<file path="src/rtl/uart_tx_arbiter.sv">
// -----------------------------------------------------------------------------
// uart_tx_arbiter
//
// Round-robin arbiter that lets NUM_REQ byte-stream requesters share one UART
// transmit buffer. A granted requester owns the transmit path for a whole
// message, ending at the byte flagged with req_last. Messages are optionally
// prefixed with a source-ID header byte (ID_BASE + requester index). A message
// whose owner stops supplying bytes for TIMEOUT cycles is aborted.
//
// Ports
//   clk          system clock, rising edge
//   rst_n        asynchronous active-low reset
//   req_valid    [NUM_REQ]    per-requester byte valid
//   req_data     [8*NUM_REQ]  per-requester byte, requester i at [8i+7:8i]
//   req_last     [NUM_REQ]    final byte of a message
//   req_ready    [NUM_REQ]    per-requester byte accept (combinational)
//   tx_data      [8]          byte to the UART transmit buffer
//   tx_en        1            write strobe to the UART transmit buffer
//   tx_full      1            UART transmit buffer full, blocks writes
//   grant        [NUM_REQ]    one-hot registered owner, zero when idle
//   busy         1            arbiter is not idle
//   timeout_err  1            one-cycle pulse when a message is aborted
// -----------------------------------------------------------------------------
module uart_tx_arbiter #(
   parameter int          NUM_REQ   = 4,
   parameter int          TIMEOUT   = 1024,
   parameter int          HEADER_EN = 1,
   parameter logic [7:0]  ID_BASE   = 8'h30
) (
   input  logic                 clk,
   input  logic                 rst_n,
   input  logic [NUM_REQ-1:0]   req_valid,
   input  logic [8*NUM_REQ-1:0] req_data,
   input  logic [NUM_REQ-1:0]   req_last,
   output logic [NUM_REQ-1:0]   req_ready,
   output logic [7:0]           tx_data,
   output logic                 tx_en,
   input  logic                 tx_full,
   output logic [NUM_REQ-1:0]   grant,
   output logic                 busy,
   output logic                 timeout_err
);

   localparam int IW = $clog2(NUM_REQ);

   typedef enum logic [1:0] {
      IDLE   = 2'd0,
      HEADER = 2'd1,
      STREAM = 2'd2
   } state_t;

   localparam state_t          GRANT_STATE = (HEADER_EN != 0) ? HEADER : STREAM;
   localparam logic [15:0]     CNT_LAST    = 16'(TIMEOUT - 1);
   // rr starts at the last index so that requester 0 is searched first.
   localparam logic [IW-1:0]   RR_RESET    = IW'(NUM_REQ - 1);

   state_t            state_q, state_d;
   logic [NUM_REQ-1:0] grant_q, grant_d;
   logic [IW-1:0]     gidx_q, gidx_d;
   logic [IW-1:0]     rr_q, rr_d;
   logic [15:0]       cnt_q, cnt_d;

   logic [7:0]        data_arr [NUM_REQ];
   logic              win_found;
   logic [IW-1:0]     win_idx;
   logic              xfer;

   // Unpack the flat data bus so the granted byte is a simple array index.
   always_comb begin
      for (int i = 0; i < NUM_REQ; i++) begin
         data_arr[i] = req_data[8*i +: 8];
      end
   end

   // Round-robin search starting one past the last owner.
   always_comb begin
      int            cand;
      logic [IW-1:0] cidx;
      win_found = 1'b0;
      win_idx   = '0;
      cand      = 0;
      cidx      = '0;
      for (int k = 1; k <= NUM_REQ; k++) begin
         cand = int'(rr_q) + k;
         if (cand >= NUM_REQ) cand = cand - NUM_REQ;
         cidx = IW'(cand);
         if (!win_found && req_valid[cidx]) begin
            win_found = 1'b1;
            win_idx   = cidx;
         end
      end
   end

   // Next-state and transmit-path logic. The data path outputs are
   // combinational so a tx_full or req_valid change acts in the same cycle.
   always_comb begin
      // NOTE: every signal gets a default first so no path leaves it unassigned,
      // which would otherwise infer a latch.
      state_d     = state_q;
      grant_d     = grant_q;
      gidx_d      = gidx_q;
      rr_d        = rr_q;
      cnt_d       = cnt_q;
      tx_en       = 1'b0;
      tx_data     = '0;
      req_ready   = '0;
      timeout_err = 1'b0;
      xfer        = 1'b0;

      unique case (state_q)
         IDLE: begin
            if (win_found) begin
               state_d          = GRANT_STATE;
               grant_d          = '0;
               grant_d[win_idx] = 1'b1;
               gidx_d           = win_idx;
               cnt_d            = '0;
            end
         end

         HEADER: begin
            tx_data = ID_BASE + 8'(gidx_q);
            tx_en   = ~tx_full;
            if (!tx_full) begin
               state_d = STREAM;
               cnt_d   = '0;
            end
         end

         STREAM: begin
            tx_data           = data_arr[gidx_q];
            req_ready[gidx_q] = ~tx_full;
            xfer              = req_valid[gidx_q] & ~tx_full;
            tx_en             = xfer;
            if (xfer) begin
               cnt_d = '0;
               if (req_last[gidx_q]) begin
                  state_d = IDLE;
                  grant_d = '0;
                  rr_d    = gidx_q;
               end
            end else if (!req_valid[gidx_q] && !tx_full) begin
               // Only cycles where the owner itself is silent count toward
               // the timeout; back-pressure from the UART never does.
               if (cnt_q == CNT_LAST) begin
                  timeout_err = 1'b1;
                  state_d     = IDLE;
                  grant_d     = '0;
                  rr_d        = gidx_q;
               end else begin
                  cnt_d = cnt_q + 16'd1;
               end
            end
         end

         default: begin
            state_d = IDLE;
            grant_d = '0;
         end
      endcase
   end

   always_ff @(posedge clk or negedge rst_n) begin
      if (!rst_n) begin
         state_q <= IDLE;
         grant_q <= '0;
         gidx_q  <= '0;
         rr_q    <= RR_RESET;
         cnt_q   <= '0;
      end else begin
         // NOTE: non-blocking assignments so every flop samples the values
         // from before this edge, independent of statement order.
         state_q <= state_d;
         grant_q <= grant_d;
         gidx_q  <= gidx_d;
         rr_q    <= rr_d;
         cnt_q   <= cnt_d;
      end
   end

   assign grant = grant_q;
   assign busy  = (state_q != IDLE);

endmodule

</file>
<file path="config.mk">
export PLATFORM = sky130hd
export DESIGN_NAME = uart_tx_arbiter
export DESIGN_NICKNAME = d
export VERILOG_FILES = /design/src/rtl/uart_tx_arbiter.sv
export SDC_FILE = /design/constraint.sdc
export NUM_CORES = 1
export LEC_CHECK = 0
export CAP_MARGIN = 40
export CORE_MARGIN = 2
export CORE_UTILIZATION = 47
export CTS_CLUSTER_DIAMETER = 60
export DETAILED_ROUTE_END_ITERATION = 10
export PLACE_DENSITY = 0.86
export SLEW_MARGIN = 20
export SYNTH_ARGS = -nofsm -noshare
export SYNTH_HDL_FRONTEND = slang
export SYNTH_SLANG_ARGS = --single-unit
</file>
<file path="constraint.sdc">
create_clock -name clk -period 2.67 [get_ports clk]
set_input_delay 0.267 -clock clk [delete_from_list [all_inputs] [get_ports clk]]
set_output_delay 0.267 -clock clk [all_outputs]
set_load 0.1 [all_outputs]
</file>
# After elaboration in Yosys (flattened, before gate mapping)
# Cells that the tools add are included.
# op_classes
bitwise_logic	5
add_sub_neg	10
eq_ne	10
n_div	0
shifts	0
order_cmp	13
muxes	61
reduce_logical	21
mul	0
# op_table
cell	count
16-bit two-way mux	5
16-bit case mux with 3 select lines	1
2-bit two-way mux	18
4-bit two-way mux	6
2-bit by 3-bit < comparator with 1-bit output (second input constant)	6
16-bit by 1-bit adder with 16-bit output (second input constant)	1
8-bit binary-select mux with 2-bit select	1
16-bit by 10-bit equality test with 1-bit output (second input constant)	1
1-bit two-way mux	16
8-bit two-way mux	2
8-bit case mux with 2 select lines	1
5-bit AND reduction	3
1-bit binary-select mux with 2-bit select	6
3-bit >= comparator (second input constant)	4
3-bit != test (second input constant)	4
4-bit case mux with 3 select lines	1
2-bit by 1-bit subtractor with 2-bit output (second input constant)	4
6-bit by 2-bit adder with 7-bit output (first input constant)	1
2-bit by 2-bit adder with 3-bit output (second input constant)	2
1-bit logical AND	6
2-bit case mux with 3 select lines	1
2-bit nonzero test	3
1-bit zero test	5
2-bit by 3-bit adder with 4-bit output (second input constant)	1
other kinds (17)	21
# totals
rom_bits	0
output_inout_bits	19
mem_bits_rw	0
latch_bits	0
memories	0
register_bits	26
inputBits	43

# Logic depth before layout (Yosys ltp)
# logic_depth
word_depth	21
depth_mapped	9
depth_no_buf	7

# Least setup slack after synthesis
# No wires, ideal clock.
# synth_path
path_type	register to output
start	reg cnt_q[11]
end	out timeout_err
path_slack_ps	-1379
stages_incl_launch_ff	6
n_path_buf	2
arrival_time_ps	3782
t_required_ps	2403
path_cell_list	dfrtp_1 > or4_4 > or4_4 > buf_6 > buf_2 > nor3_1
# synth_via
elab_chain_cells	5
# synth_rtl
item	line_no	source
start: declaration	61	logic [15:0] cnt_q, cnt_d;
start signal: assignment	177	cnt_q <= cnt_d;
16-bit by 10-bit equality test with 1-bit output	145	if (cnt_q == CNT_LAST) begin
1-bit two-way mux	145	
1-bit two-way mux	142	end else if (!req_valid[gidx_q] && !tx_full) begin
1-bit two-way mux	135	if (xfer) begin
1-bit two-way mux	110	unique case (state_q)
end: declaration	41	output logic timeout_err
# No other way between the ends.

# Worst setup path in the final report
# layout_path
start	reg cnt_q[10]
end	out timeout_err
# The elaborated chain is that of the path after synthesis.

==> impl_summary.md <==
Setup path
The number of cells on the worst reg-to-reg path is 5. Of all nets on the critical path, the largest fanout is 15. The internal reg-to-reg setup slack is 0.23 ns. STA classifies the critical path startpoint as a flip-flop. Traced cell by cell, the critical path runs through or4bb_1 -> or4_4 -> nor3_4 -> buf_12. The buffers plus inverters on the worst setup path is 1.

For the worst setup path, the data arrival time is 2.35 ns. The required time of the worst setup path is 2.40 ns. The worst stage delay on the critical path is 0.65 ns. In this run the critical register-to-register path is launched from cnt_q[10]$_DFFE_PN0P_.

Grouping stages by cell kind, the critical path spends the most delay in simple AND/OR/NAND/NOR gates. In this run the critical register-to-register path is captured at grant[2]$_DFFE_PN0P_. On the critical path, the stage with the largest delay is an instance of sky130_fd_sc_hd__or4_4. The critical path capture point type is a primary output. The critical path class is reg -> out.

Logic synthesis
The combined area of all synthesized cells is 1981 um^2. Synthesis produced 209 cells. The sequential-to-total area share from yosys stat is 32.98%. The number of distinct library cell variants in the gate-level netlist after synthesis is 50. Summed over all instances, the cell type with the most area after synthesis is sky130_fd_sc_hd__dfrtp_1. The synthesis-stage register bit count is 26. Counting flops with an async set or reset pin after synthesis yields a share of 100.0%. The area share of the leading cell type in the synthesized netlist is 30.32%.

Sorting the synthesized cells by area gives the leading types as sky130_fd_sc_hd__dfrtp_1 30%, sky130_fd_sc_hd__mux4_2 11%, sky130_fd_sc_hd__a21oi_1 3.8%. The count of flip-flops with a built-in enable after synthesis is 0. The mean post-synth cell area is 9.477 um^2. The yosys synthesis warning count is 0. The most common flop cell mapped by yosys is sky130_fd_sc_hd__dfrtp_1. Counting every net in the synthesized netlist gives 257.

CTS
For this design, the sink count on the clock tree is 26. The clock latency of the later-clocked register in the worst-skew pair is 0.28 ns. The clock tree from TritonCTS is yes. The clock-pin slew on the worst setup and hold paths is 0.09 ns. The TritonCTS buffer count is 3. The total number of H-tree levels is 1.

The longest clock path from root to sink contains 2 buffers. The tree is rooted in a sky130_fd_sc_hd__clkbuf_8.

Finish
The library cell used most frequently in the layout, excluding fill and tap cells, is sky130_fd_sc_hd__clkdlybuf4s50_1. After routing the design area is 2873 um^2. From synthesis to final layout, the design area changed by 45.04%.

The number of antenna repair diodes is 0. Of the cells placed in the final design, the portion with a size suffix greater than 1 is 24.16%. The filler cells instantiated in the layout total 300.

The final net count is 318. In the layout the commonest cells are 42 x sky130_fd_sc_hd__clkdlybuf4s50_1, 24 x sky130_fd_sc_hd__dfrtp_1, 15 x sky130_fd_sc_hd__a21oi_1.

Floorplanning
After floorplanning, the core was divided into 23 placement rows. The number of ports placed on the die boundary is 62. The overall die width is 68.92 um.

The area inside the core boundary is 4029 um^2. The initial utilization of the core area, before any placement, comes to 49.16%. The overall die area is 4749 um^2. The die outline height is 68.92 um.

STA
The final setup violation count is 0. Derived from the worst setup path, the maximum achievable clock frequency is 382.3 MHz. The number of endpoints with negative hold slack in the final report is 0. Setup repair after global routing left no endpoint under its margin. The accumulated negative setup slack is 0 ns.

The setup clock skew after layout is 0.002956 ns. The clock period could shrink to 2.615 ns. The number of slew-limit violations in the final report is 0. In the finished design, the share of the clock period the worst path needs comes to 97.96%. The relative max-transition margin is 61.03%. The slew at the pin closest to its max-slew limit is 0.5793 ns.

GRT
The number of antenna violations at the first check in global routing is 0. For this run the aggregate overflow at the end of global routing stands at 0. The first-pass GRT wire length is 8.397 mm. The number of global-route vias before repair came to 1,720. The pin count of the biggest net entering global routing is 27. In the global route stage, overall resource usage came out at 24.33%.

Place
In this run the tool buffered the top-level ports with 61 buffer cells. The half-perimeter wire length after placement is 4.343 mm. Summing all placed instances gives a cell area of 2811 um^2. The routability congestion estimate from global placement is 0.8325.

Drt
The remaining antenna violation count is 0. Using the TritonRoute via totals, the vias-per-cell ratio works out to 6.169. The number of detailed-routing iterations run before antenna repair is 4. The detailed router finished its first iteration with 113 violations. Dividing the detail-routed wire length by the instance count gives 17.36 um. For this run, design rule violations remaining after detail routing come to 0.

The total routed wirelength is 5.539 mm. The routed via count is 1,968.

Power and ir drop
For this design the static power due to leakage is 0.001173 uW. The sum of internal, switching and leakage power is 3120 uW. The maximum VDD drop is 1.195 mV. The total power density per cell area is 1086 nW/um^2.

Min path
The class of the most critical hold timing path is in -> async.

Run
The number of max-cap violations is 0.

Run status
The run finished with clean final reports.
-- power by group --
part,internal [uW],switching (uW)
Combinational,839,1460
Clock,132,125
Sequential,487,81.1
Total,1460,1660
-- layout make-up --
| class | instances | area (um^2) | area share (%) |
|---|---|---|---|
| clock buffers | 4 | 55.05 | 1.916 |
| inverters | 5 | 18.77 | 0.6533 |
| multi-input cells | 166 | 1292 | 44.99 |
| flip-flops and latches | 26 | 653.1 | 22.74 |
| well taps | 50 | 62.56 | 2.178 |
| repair buffers | 68 | 790.8 | 27.53 |
-- worst reg2reg max path: cells and delay by family, from the launching register on --
| kind | cells | cell delay (ns) |
|---|---|---|
| AOI/OAI and AO/OA | 2 | 0.54 |
| and+or+nand+nor | 3 | 1.34 |
| DFF | 1 | 0.45 |
-- logic make-up (layout without fill, tap and decap cells) --
| family | after synthesis | after routing | share of synthesized area (%) |
|---|---|---|---|
| AO/OA/AOI/OAI | 70 | 70 | 23.88 |
| adder cells (fa/ha/maj) | 5 | 5 | 3.159 |
| buffers and inverters | 17 | 77 | 3.790 |
| flip-flops | 26 | 26 | 32.98 |
| multiplexers | 15 | 15 | 14.15 |
| AND/OR/NAND/NOR | 76 | 76 | 22.05 |
-- cell usage after synthesis (3+ instances only) --
| library cell | number |
|---|---|
| sky130_fd_sc_hd__a21oi_1 | 15 |
| sky130_fd_sc_hd__a22oi_1 | 3 |
| sky130_fd_sc_hd__a31oi_1 | 12 |
| sky130_fd_sc_hd__a32o_1 | 4 |
| sky130_fd_sc_hd__and3_1 | 10 |
| sky130_fd_sc_hd__buf_2 | 3 |
| sky130_fd_sc_hd__clkbuf_1 | 7 |
| sky130_fd_sc_hd__dfrtp_1 | 24 |
| sky130_fd_sc_hd__ha_1 | 5 |
| sky130_fd_sc_hd__inv_1 | 5 |
| sky130_fd_sc_hd__mux4_2 | 10 |
| sky130_fd_sc_hd__nand2_1 | 13 |
| sky130_fd_sc_hd__nand2b_1 | 4 |
| sky130_fd_sc_hd__nand3_1 | 6 |
| sky130_fd_sc_hd__nand4_1 | 6 |
| sky130_fd_sc_hd__nor2_1 | 11 |
| sky130_fd_sc_hd__nor2b_1 | 6 |
| sky130_fd_sc_hd__nor3_1 | 4 |
| sky130_fd_sc_hd__o21ai_0 | 10 |
| sky130_fd_sc_hd__o21ai_1 | 10 |
| sky130_fd_sc_hd__or2_2 | 3 |
-- routing by layer --
metal / vias up / wire [um] / track usage, % / share of wire (%)
met2: 63 / 2729 / 41.35 / 49
met3: 11 / 311 / 3.896 / 5.6
li1: 932 / - / - / -
met1: 962 / 2402 / 32.50 / 43
met5: - / 0 / 0 / 0
met4: 0 / 96 / 6.127 / 1.7
-- state kept, by name (all words and copies together), names as in the netlist --
name and count:
gidx_q 2, grant 4, cnt_q 16, state_q 2, rr_q 2
-- repair_timing --
item | CTS | global route
endpoints found under the hold margin | 0 | 0
hold buffers | 0 | 0
gates resized for setup | 0 | 1
setup buffers | 0 | 0
endpoints found under the setup margin | 0 | 1
-- stage by stage --
step / setup slack (ns) / hold WS [ns] / instances / utilization, %
detailed placement: 0.2700 / 0.4836 / 315 / 69.78
CTS: 0.003405 / 0.3624 / 319 / 71.15
floorplan: -0.5126 / -0.02859 / 209 / -
finish: 0.05454 / 0.3561 / 319 / 71.30
global placement: 0.3446 / 0.4956 / 315 / 69.78
global route: 0.005801 / 0.3959 / 319 / 71.30
-- worst max path at each step --
stage,start,endpoint,cells past startpoint
3_3_place_gp,cnt_q[12]$_DFFE_PN0P_,grant[3]$_DFFE_PN0P_,5
2_1_floorplan,cnt_q[11]$_DFFE_PN0P_,timeout_err,5
5_1_grt,cnt_q[10]$_DFFE_PN0P_,timeout_err,4
3_5_place_dp,cnt_q[12]$_DFFE_PN0P_,grant[2]$_DFFE_PN0P_,5
6_report,cnt_q[10]$_DFFE_PN0P_,timeout_err,4
4_1_cts,cnt_q[12]$_DFFE_PN0P_,timeout_err,4
No activity file was read; power rests on OpenSTA's default activity.
